[src/rtl/mole_pkg.sv]
// Shared types and helpers for the mole hit judge.
// Latency: n/a (types, constants and a pure function only).
// Backpressure: n/a.
package mole_pkg;

   localparam int SLOTS_DEF = 18;

   typedef enum logic [1:0] {
      IDLE = 2'd0,
      PLAY = 2'd1,
      OVER = 2'd2
   } game_state_t;

   // Points per hit at a difficulty level: level 0..3 -> 1..4.
   function automatic logic [2:0] points(input logic [1:0] level);
      return {1'b0, level} + 3'd1;
   endfunction

endpackage

[src/rtl/mole_hit_judge_if.sv]
// Bundle between randomiser/debouncers (master side) and the hit judge (slave side).
// Latency: n/a (wiring only).
// Backpressure: none; levels and pulses are sampled every cycle.
// Ports: mole_leds/switches/restart/level into the judge; mole_clear, pulse flags,
//        score, miss_count and game state out of the judge.
interface mole_hit_judge_if #(
   parameter int SLOTS   = 18,
   parameter int SCORE_W = 10
);
   logic [SLOTS-1:0]   mole_leds;
   logic [SLOTS-1:0]   switches;
   logic               restart;
   logic [1:0]         level;
   logic [SLOTS-1:0]   mole_clear;
   logic               hit;
   logic               miss;
   logic               false_whack;
   logic [SCORE_W-1:0] score;
   logic [2:0]         miss_count;
   logic               playing;
   logic               game_over;

   modport master (
      output mole_leds, switches, restart, level,
      input  mole_clear, hit, miss, false_whack, score, miss_count, playing, game_over
   );

   modport slave (
      input  mole_leds, switches, restart, level,
      output mole_clear, hit, miss, false_whack, score, miss_count, playing, game_over
   );
endinterface

[src/rtl/slot_popcount.sv]
// Counts set bits of a per-slot vector.
// Latency: combinational.
// Backpressure: n/a.
// Ports: bits (N-bit vector in), count (5-bit population count out).
module slot_popcount #(
   parameter int N = 18
) (
   input  logic [N-1:0] bits,
   output logic [4:0]   count
);
   always_comb begin
      count = 5'd0;
      for (int i = 0; i < N; i++) begin
         count = count + 5'(bits[i]);
      end
   end
endmodule

[src/rtl/mole_hit_judge.sv]
// Judges switch toggles against lit moles as hits / false whacks / misses; keeps score and game state.
// Latency: inputs driven after edge t are reflected in pulses, score and mask after edge t+1.
// Backpressure: none; every cycle is judged while playing.
// Ports: clk, reset_n (async active-low), bus (mole_hit_judge_if.slave).
module mole_hit_judge
   import mole_pkg::*;
#(
   parameter int SLOTS      = SLOTS_DEF,
   parameter int SCORE_W    = 10,
   parameter int MAX_SCORE  = 999,
   parameter int MAX_MISSES = 5
) (
   input  logic             clk,
   input  logic             reset_n,
   mole_hit_judge_if.slave  bus
);
   localparam int SUM_W = SCORE_W + 2;

   game_state_t        state_q, state_d;
   logic [SLOTS-1:0]   sw_q, mole_q, hit_mask_q, hit_mask_d;
   logic [SCORE_W-1:0] score_q, score_d, score_clamped;
   logic [2:0]         mc_q, mc_d;
   logic               hit_q, miss_q, fw_q, hit_d, miss_d, fw_d;

   logic [SLOTS-1:0]   toggle, hit_v, fw_v, miss_v;
   logic [4:0]         nh, nf, nm, mc_sum;
   logic [6:0]         gain;
   logic signed [SUM_W-1:0] score_sum;

   // Any switch edge is a whack, regardless of direction.
   assign toggle = bus.switches ^ sw_q;
   assign hit_v  = toggle & bus.mole_leds & ~hit_mask_q;
   assign fw_v   = toggle & ~bus.mole_leds;
   assign miss_v = mole_q & ~bus.mole_leds & ~hit_mask_q;

   slot_popcount #(.N(SLOTS)) u_nh (.bits(hit_v),  .count(nh));
   slot_popcount #(.N(SLOTS)) u_nf (.bits(fw_v),   .count(nf));
   slot_popcount #(.N(SLOTS)) u_nm (.bits(miss_v), .count(nm));

   assign gain      = 7'(nh) * 7'(points(bus.level));
   assign score_sum = $signed(SUM_W'(score_q)) + $signed(SUM_W'(gain)) - $signed(SUM_W'(nf));
   assign mc_sum    = 5'(mc_q) + nm;

   always_comb begin
      score_clamped = score_sum[SCORE_W-1:0];
      if (score_sum < 0)
         score_clamped = '0;
      else if (score_sum > $signed(SUM_W'(MAX_SCORE)))
         score_clamped = SCORE_W'(MAX_SCORE);
   end

   always_comb begin
      state_d    = state_q;
      hit_mask_d = hit_mask_q;
      score_d    = score_q;
      mc_d       = mc_q;
      hit_d      = 1'b0;
      miss_d     = 1'b0;
      fw_d       = 1'b0;
      case (state_q)
         IDLE: begin
            hit_mask_d = '0;
            if (bus.restart) begin
               state_d = PLAY;
               score_d = '0;
               mc_d    = '0;
            end
         end
         PLAY: begin
            if (bus.restart) begin
               score_d    = '0;
               mc_d       = '0;
               hit_mask_d = '0;
            end else begin
               hit_d   = |hit_v;
               miss_d  = |miss_v;
               fw_d    = |fw_v;
               score_d = score_clamped;
               // Masking with the current LEDs drops the bit of any mole that fell.
               hit_mask_d = (hit_mask_q | hit_v) & bus.mole_leds;
               if (mc_sum >= 5'(MAX_MISSES)) begin
                  mc_d       = 3'(MAX_MISSES);
                  state_d    = OVER;
                  hit_mask_d = '0;
               end else begin
                  mc_d = mc_sum[2:0];
               end
            end
         end
         OVER: begin
            hit_mask_d = '0;
            if (bus.restart) begin
               state_d = PLAY;
               score_d = '0;
               mc_d    = '0;
            end
         end
         default: begin
            state_d    = IDLE;
            hit_mask_d = '0;
         end
      endcase
   end

   always_ff @(posedge clk or negedge reset_n) begin
      if (!reset_n) begin
         state_q    <= IDLE;
         sw_q       <= '0;
         mole_q     <= '0;
         hit_mask_q <= '0;
         score_q    <= '0;
         mc_q       <= '0;
         hit_q      <= 1'b0;
         miss_q     <= 1'b0;
         fw_q       <= 1'b0;
      end else begin
         state_q    <= state_d;
         sw_q       <= bus.switches;
         mole_q     <= bus.mole_leds;
         hit_mask_q <= hit_mask_d;
         score_q    <= score_d;
         mc_q       <= mc_d;
         hit_q      <= hit_d;
         miss_q     <= miss_d;
         fw_q       <= fw_d;
      end
   end

   assign bus.mole_clear  = hit_mask_q;
   assign bus.hit         = hit_q;
   assign bus.miss        = miss_q;
   assign bus.false_whack = fw_q;
   assign bus.score       = score_q;
   assign bus.miss_count  = mc_q;
   assign bus.playing     = (state_q == PLAY);
   assign bus.game_over   = (state_q == OVER);
endmodule

[src/flat_wrapper.sv]
// flat-port wrapper written by rule: the top's interface ports become plain ports
module mole_hit_judge_flat import mole_pkg::*;
#(
   parameter int SLOTS      = SLOTS_DEF,
   parameter int SCORE_W    = 10,
   parameter int MAX_SCORE  = 999,
   parameter int MAX_MISSES = 5
)
  (clk, reset_n, bus_mole_leds, bus_switches, bus_restart, bus_level, bus_mole_clear, bus_hit, bus_miss, bus_false_whack, bus_score, bus_miss_count, bus_playing, bus_game_over);
  mole_hit_judge_if #(.SLOTS(SLOTS), .SCORE_W(SCORE_W)) bus_i ();
  input  logic clk;
  input  logic reset_n;
  input wire logic [$bits(bus_i.mole_leds)-1:0] bus_mole_leds;
  input wire logic [$bits(bus_i.switches)-1:0] bus_switches;
  input wire logic [$bits(bus_i.restart)-1:0] bus_restart;
  input wire logic [$bits(bus_i.level)-1:0] bus_level;
  output wire logic [$bits(bus_i.mole_clear)-1:0] bus_mole_clear;
  output wire logic [$bits(bus_i.hit)-1:0] bus_hit;
  output wire logic [$bits(bus_i.miss)-1:0] bus_miss;
  output wire logic [$bits(bus_i.false_whack)-1:0] bus_false_whack;
  output wire logic [$bits(bus_i.score)-1:0] bus_score;
  output wire logic [$bits(bus_i.miss_count)-1:0] bus_miss_count;
  output wire logic [$bits(bus_i.playing)-1:0] bus_playing;
  output wire logic [$bits(bus_i.game_over)-1:0] bus_game_over;
  assign bus_i.mole_leds = bus_mole_leds;
  assign bus_i.switches = bus_switches;
  assign bus_i.restart = bus_restart;
  assign bus_i.level = bus_level;
  assign bus_mole_clear = bus_i.mole_clear;
  assign bus_hit = bus_i.hit;
  assign bus_miss = bus_i.miss;
  assign bus_false_whack = bus_i.false_whack;
  assign bus_score = bus_i.score;
  assign bus_miss_count = bus_i.miss_count;
  assign bus_playing = bus_i.playing;
  assign bus_game_over = bus_i.game_over;
  mole_hit_judge #(.SLOTS(SLOTS), .SCORE_W(SCORE_W), .MAX_SCORE(MAX_SCORE), .MAX_MISSES(MAX_MISSES)) u_core (.clk(clk), .reset_n(reset_n), .bus(bus_i));
endmodule
[config.mk]
export PLATFORM = sky130hd
export DESIGN_NAME = mole_hit_judge_flat
export DESIGN_NICKNAME = d
export VERILOG_FILES = /design/src/rtl/mole_pkg.sv /design/src/rtl/mole_hit_judge_if.sv /design/src/rtl/slot_popcount.sv /design/src/rtl/mole_hit_judge.sv /design/src/flat_wrapper.sv
export SDC_FILE = /design/constraint.sdc
export NUM_CORES = 1
export LEC_CHECK = 0
export CAP_MARGIN = 10
export CORE_MARGIN = 5
export CORE_UTILIZATION = 45
export CTS_BUF_LIST = sky130_fd_sc_hd__clkbuf_8 sky130_fd_sc_hd__clkbuf_16
export CTS_CLUSTER_SIZE = 40
export DETAILED_ROUTE_END_ITERATION = 12
export PLACE_DENSITY_LB_ADDON = 0.2
export SLEW_MARGIN = 40
export SYNTH_ARGS = -nofsm -noshare
export SYNTH_HDL_FRONTEND = slang
export SYNTH_SLANG_ARGS = --single-unit
export TNS_END_PERCENT = 1
[constraint.sdc]
create_clock -name clk -period 27.9 [get_ports clk]
set_input_delay 4.185 -clock clk [delete_from_list [all_inputs] [get_ports clk]]
set_output_delay 4.185 -clock clk [all_outputs]
set_load 0.005 [all_outputs]
==> flow_metrics.py, run 1 <==
metrics = {
    "timing": {
        "clock_skew_ns": 0.00716,
        "tightest_slew_ns": 0.769,
        "min_period_ns": 15.93,
        "max_slew_margin": 0.484,
        "setup_violations": 0,
        "fmax_ghz": 0.0628,
        "maxSlewViolCount": 0,
        "hold_viol": 0,
        "period_share": 0.571,
        "rsz0062_at_grt": "false",
        "setup-tns-final_ns": 0,
    },
    "clocking": {
        "cts_tree": "done",
        "cts_made_buffers": 9,
        "insertion_delay_ns": 0.34,
        "cts-resized-gates": 0,
        "clockBufferDepth": 2,
        "hold_buffers": 0,
        "post_cts_buffers": 0,
        "cts.htree.levels": 3,
        "clk_pin_slew_ns": 0.06,
        "clock-sinks": 72,
        "cts-root-buf": "clkbuf_16",
    },
    "place": {
        "gp_congestion": 0.931,
        "port-buffer-count": 76,
        "detailed_place_hpwl_microns": 11200,
    },
    "logic_synthesis": {
        "synth_top_cell_area_share": 0.315,
        "yosysSeqAreaShare": 0.315,
        "synth_most_common_cell": "inv_1",
        "ys.flop_type": "dfrtp_1",
        "syn_area_sq_um": 5720,
        "synthCells": 555,
        "synth_nets": 697,
        "ys_ff_latch": 72,
        "synth_cell_type_count": 66,
        "yosys-top-cells-count": "inv_1 (74), dfrtp_1 (72), ha_1 (51)",
        "yosysWarnings": 0,
        "synth_edf_count": 0,
        "synth_largest_area_cell": "dfrtp_1",
        "ys_top_cells_by_area": "dfrtp_1 (32%), fa_1 (18%), ha_1 (11%), inv_1 (4.9%), xor2_1 (3.8%)",
        "syn_area_per_cell_sq_um": 10.3,
        "synth-async-reset-ratio": 1.00,
    },
    "detailed_routing": {
        "wl_per_cell_microns": 16.7,
        "vias": 4274,
        "drtPass1Iterations": 5,
        "drc": 0,
        "drt_iter0_drc": 320,
        "ant_nets": 0,
        "route.final.wire_length_microns": 13700,
        "viasPerCell": 5.23,
    },
    "worst_setup_path": {
        "critPathLaunchType": "primary input",
        "cpMostUsedCell": "fa_1",
        "slowest_stage": "fa_1",
        "critPathKind": "in2reg",
        "slowest_delay_ns": 0.57,
        "cp-end-kind": "flip-flop",
        "critPathRequiredTime_ns": 28.13,
        "critPathMaxFanout": 9,
        "cp.arrival_ns": 16.16,
    },
    "global_routing": {
        "grt_overflow": 0,
        "grt_util_all_layers": 0.198,
        "grt_pass1_vias": 4495,
        "grt_first_pass_wirelength_microns": 23100,
        "grt_max_degree": 73,
        "antenna_found_initial": 0,
    },
    "finish": {
        "fillCellCount": 1139,
        "antenna_cells": 0,
        "regArea_sq_um": 1800,
        "multi_input_area_sq_um": 3620,
        "area_growth_pct": 23.2,
        "final_layout_size_suffix_gt1_frac": 0.0605,
        "nets": 782,
    },
    "die": {
        "die-area_sq_um": 15100,
        "num_rows": 41,
        "core_sq_um": 12500,
        "dieHeight_microns": 123,
        "num_io_pins": 77,
        "die_w_microns": 123,
        "initial_utilization": 0.457,
    },
    "status": {
        "status": "finished, final reports clean",
    },
    "flow_run": {
        "cap_violations": 0,
    },
    "worst_hold_path": {
        "hold_path_class": "reg2reg",
    },
}
critical path: cells and delay by family:
family	cells	cell delay [ns]
and+or+nand+nor	3	0.78
buffers and inverters	8	1.21
xor gates and xnor gates	6	1.53
AOI/OAI and AO/OA	5	1.34
adders and majority gates	17	7.11
registers in the layout, indices dropped and copies added (netlist names):
register	cells
u_core.bus.mole_clear	18
u_core.mole_q	18
u_core.sw_q	18
u_core.bus.score	10
u_core.bus.miss_count	3
u_core.state_q	2
u_core.bus.false_whack	1
u_core.bus.hit	1
u_core.bus.miss	1
kinds of logic (layout without fill, tap and decap cells):
kind of cell	Yosys count	in the layout	synth area share
compound gates	94	94	0.112
xor+xnor	40	40	0.0626
fa+ha+maj	102	102	0.289
buf+inv	79	169	0.0519
flops	72	72	0.315
mux	2	2	0.00372
simple gates	166	166	0.166
cells in the final DEF (no fill, tap or decap), types with 9 or more instances in the layout:
master	synthesis	final
nand2_1	24	24
nand2b_1	17	17
nor2_1	47	47
o21ai_1	9	9
xor2_1	25	25
clkdlybuf4s50_1	0	75
fa_1	50	50
ha_1	51	51
nand3b_1	9	9
dfrtp_1	72	72
clkbuf_16	0	9
a21o_1	11	11
inv_1	74	74
a21oi_1	17	17
xnor2_1	14	14
o21ai_0	20	20
cell type report:
type,instances,share of cell area
clock buffer,9,0.0320
clock inverter,7,0.0169
inverter,75,0.0400
multi-input combinational,404,0.514
sequential,72,0.256
tap,172,0.0306
timing repair buffer,78,0.110
layer usage:
layer  wire (microns)  vias up  part of all wire  global-route usage
met5                0        -                 0                   0
met4              192        0             0.014              0.0525
met3              520       16             0.038              0.0369
met2             6900       97              0.51               0.332
met1             6040     2125              0.44               0.265
li1                 -     2036                 -                   -
metrics by stage:
step	worst slack (ns)	instances	instance area, sq um	utilization	hold WS [ns]
after floorplan	13.25	555	5720	-	0.495
after global placement	12.09	800	6680	0.534	0.523
after detailed placement	11.66	801	6700	0.535	0.515
after CTS	11.96	817	7040	0.563	0.533
after global routing	11.25	817	7040	0.563	0.554
final	11.97	817	7040	0.563	0.528
path summary, 6_finish.rpt:
check | startpoint | cells past startpoint | slack [ns] | endpoint
max | bus_switches[1] | 39 | 11.97 | u_core.bus.score[3]$_DFFE_PN0P_
min | u_core.bus.miss_count[0]$_DFFE_PN0P_ | 1 | 0.53 | u_core.bus.miss_count[0]$_DFFE_PN0P_
max reg2reg | u_core.sw_q[1]$_DFF_PN0_ | 38 | 15.89 | u_core.bus.score[3]$_DFFE_PN0P_
min reg2reg | u_core.bus.miss_count[0]$_DFFE_PN0P_ | 1 | 0.53 | u_core.bus.miss_count[0]$_DFFE_PN0P_
max in group asynchronous | reset_n | 1 | 23.59 | u_core.sw_q[17]$_DFF_PN0_
min in group asynchronous | reset_n | 1 | 3.85 | u_core.sw_q[5]$_DFF_PN0_
Power of run 1 is not shown: default switching activity piles up to over one toggle a cycle in this logic, so the estimate is an artifact.
==> run 2: changes to the inputs <==
==> constraint.sdc (replaced) <==
create_clock -name clk -period 15.4 [get_ports clk]
set_input_delay 2.31 -clock clk [delete_from_list [all_inputs] [get_ports clk]]
set_output_delay 2.31 -clock clk [all_outputs]
set_load 0.005 [all_outputs]
==> run 2 against run 1 <==
Effect of this change: die area did not move; largest cell class unchanged; clock skew up 0.00092 ns; via count increased by 0.73%; clock-buffer cell count did not move; cell area shrank 0.53%; sequential share of layout area increased by 0.14 points; flip-flop and latch count did not move; register-to-register slack lost 12 ns; worst setup slack worse by 11 ns; critical path depth stayed put.
==> flow_metrics.py, run 2 (synthesis results as in run 1) <==
metrics = {
    "die": {
        "num_rows": 41,
        "die_w_microns": 123,
        "dieHeight_microns": 123,
        "core_sq_um": 12500,
        "die-area_sq_um": 15100,
        "num_io_pins": 77,
        "initial_utilization": 0.457,
    },
    "timing": {
        "hold_viol": 0,
        "hold_slack_ns": 0.528,
        "max_slew_margin": 0.560,
        "maxSlewViolCount": 0,
        "period_share": 0.909,
        "rsz0062_at_grt": "false",
        "fmax_ghz": 0.0714,
        "setup-tns-final_ns": 0,
        "tightest_slew_ns": 0.660,
        "fin_ws_ns": 1.40,
        "setup_violations": 0,
        "min_period_ns": 14.00,
        "clock_skew_ns": 0.00808,
    },
    "finish": {
        "fillCellCount": 1137,
        "multi_input_area_sq_um": 3620,
        "final_layout_size_suffix_gt1_frac": 0.0604,
        "final_common_cell": "clkdlybuf4s50_1",
        "mostFrequentLayoutCells": "clkdlybuf4s50_1 (75), inv_1 (74), dfrtp_1 (72)",
        "area_growth_pct": 22.5,
        "nets": 783,
        "regArea_sq_um": 1800,
        "antenna_cells": 0,
    },
    "place": {
        "detailed_place_hpwl_microns": 11000,
        "gp_congestion": 0.917,
        "port-buffer-count": 76,
        "pre_cts_slack_ns": 1.02,
    },
    "worst_setup_path": {
        "critPathRequiredTime_ns": 15.62,
        "r2r_start": "u_core.sw_q[1]$_DFF_PN0_",
        "critPathLaunchType": "primary input",
        "slowest_delay_ns": 0.56,
        "cp-end-kind": "flip-flop",
        "cp.arrival_ns": 14.22,
        "cpMostUsedCell": "fa_1",
        "rrSetupSlack_ns": 3.46,
        "critPathMaxFanout": 9,
        "cp-startpoint": "bus_switches[1]",
        "slowest_stage": "fa_1",
        "critPathKind": "in2reg",
    },
    "clocking": {
        "cts-root-buf": "clkbuf_16",
        "clock-sinks": 72,
        "cts-resized-gates": 0,
        "clk_pin_slew_ns": 0.06,
        "clockBufferDepth": 2,
        "post_cts_buffers": 0,
        "insertion_delay_ns": 0.34,
        "cts_made_buffers": 9,
        "cts.htree.levels": 3,
        "hold_buffers": 0,
        "cts_tree": "done",
    },
    "detailed_routing": {
        "drtPass1Iterations": 5,
        "viasPerCell": 5.26,
        "route.final.wire_length_microns": 13400,
        "wl_met2_microns": 6560,
        "ant_nets": 0,
        "top_layer_used": "met4",
        "wl_per_cell_microns": 16.3,
        "drc": 0,
        "drt_iter0_drc": 326,
        "vias": 4305,
        "wl_met1_microns": 6030,
        "wl_met3_microns": 587,
    },
    "global_routing": {
        "grt_first_pass_wirelength_microns": 22300,
        "grt_overflow": 0,
        "grt_util_all_layers": 0.193,
        "grt_max_degree": 73,
        "grt_pass1_vias": 4428,
        "antenna_found_initial": 0,
    },
    "flow_run": {
        "cap_violations": 0,
    },
    "worst_hold_path": {
        "hold_path_class": "reg2reg",
        "hp-start": "u_core.bus.score[5]$_DFFE_PN0P_",
    },
    "status": {
        "status": "finished, final reports clean",
    },
}
run 2: changes by cell type in the layout (fill, tap and decap cells not counted), sizes merged:
cell	change
buf	+1
inv	+1
clkinvlp	+1
bufinv	-2
run 2: path summary, 6_finish.rpt:
path | cells past startpoint | end
worst max-delay path | 39 | u_core.bus.score[4]$_DFFE_PN0P_
worst min-delay path | 2 | u_core.bus.score[5]$_DFFE_PN0P_
worst max register to register | 38 | u_core.bus.score[4]$_DFFE_PN0P_
worst min register to register | 2 | u_core.bus.score[5]$_DFFE_PN0P_
max in group asynchronous | 1 | u_core.bus.score[8]$_DFFE_PN0P_
min in group asynchronous | 1 | u_core.sw_q[9]$_DFF_PN0_
run 2: per-layer routing:
layer,vias up,track usage
li1,2042,-
met1,2147,0.255
met2,104,0.323
met3,12,0.0433
met4,0,0.0476
met5,-,0
run 2: final cells by class:
type                    instances  area share
inverters                      75      0.0402
clock inverters                 7      0.0113
clock buffers                   9      0.0322
well taps                     172      0.0307
multi-input cells             404       0.516
flip-flops and latches         72       0.257
repair buffers                 79       0.112
run 2: worst max-delay path: cells and delay by family:
kind	cells	cell delay, ns
compound gates	5	1.31
xor+xnor	6	1.55
buf+inv	8	1.24
fa+ha+maj	17	7.05
simple gates	3	0.77
run 2: stage by stage:
step	instances	area [sq um]	util
6_report	818	7000	0.560
5_1_grt	818	7000	0.560
4_1_cts	818	7000	0.560
3_5_place_dp	802	6700	0.535
3_3_place_gp	801	6690	0.534
2_1_floorplan	555	5720	-
Power of run 2 is left out for the same reason.
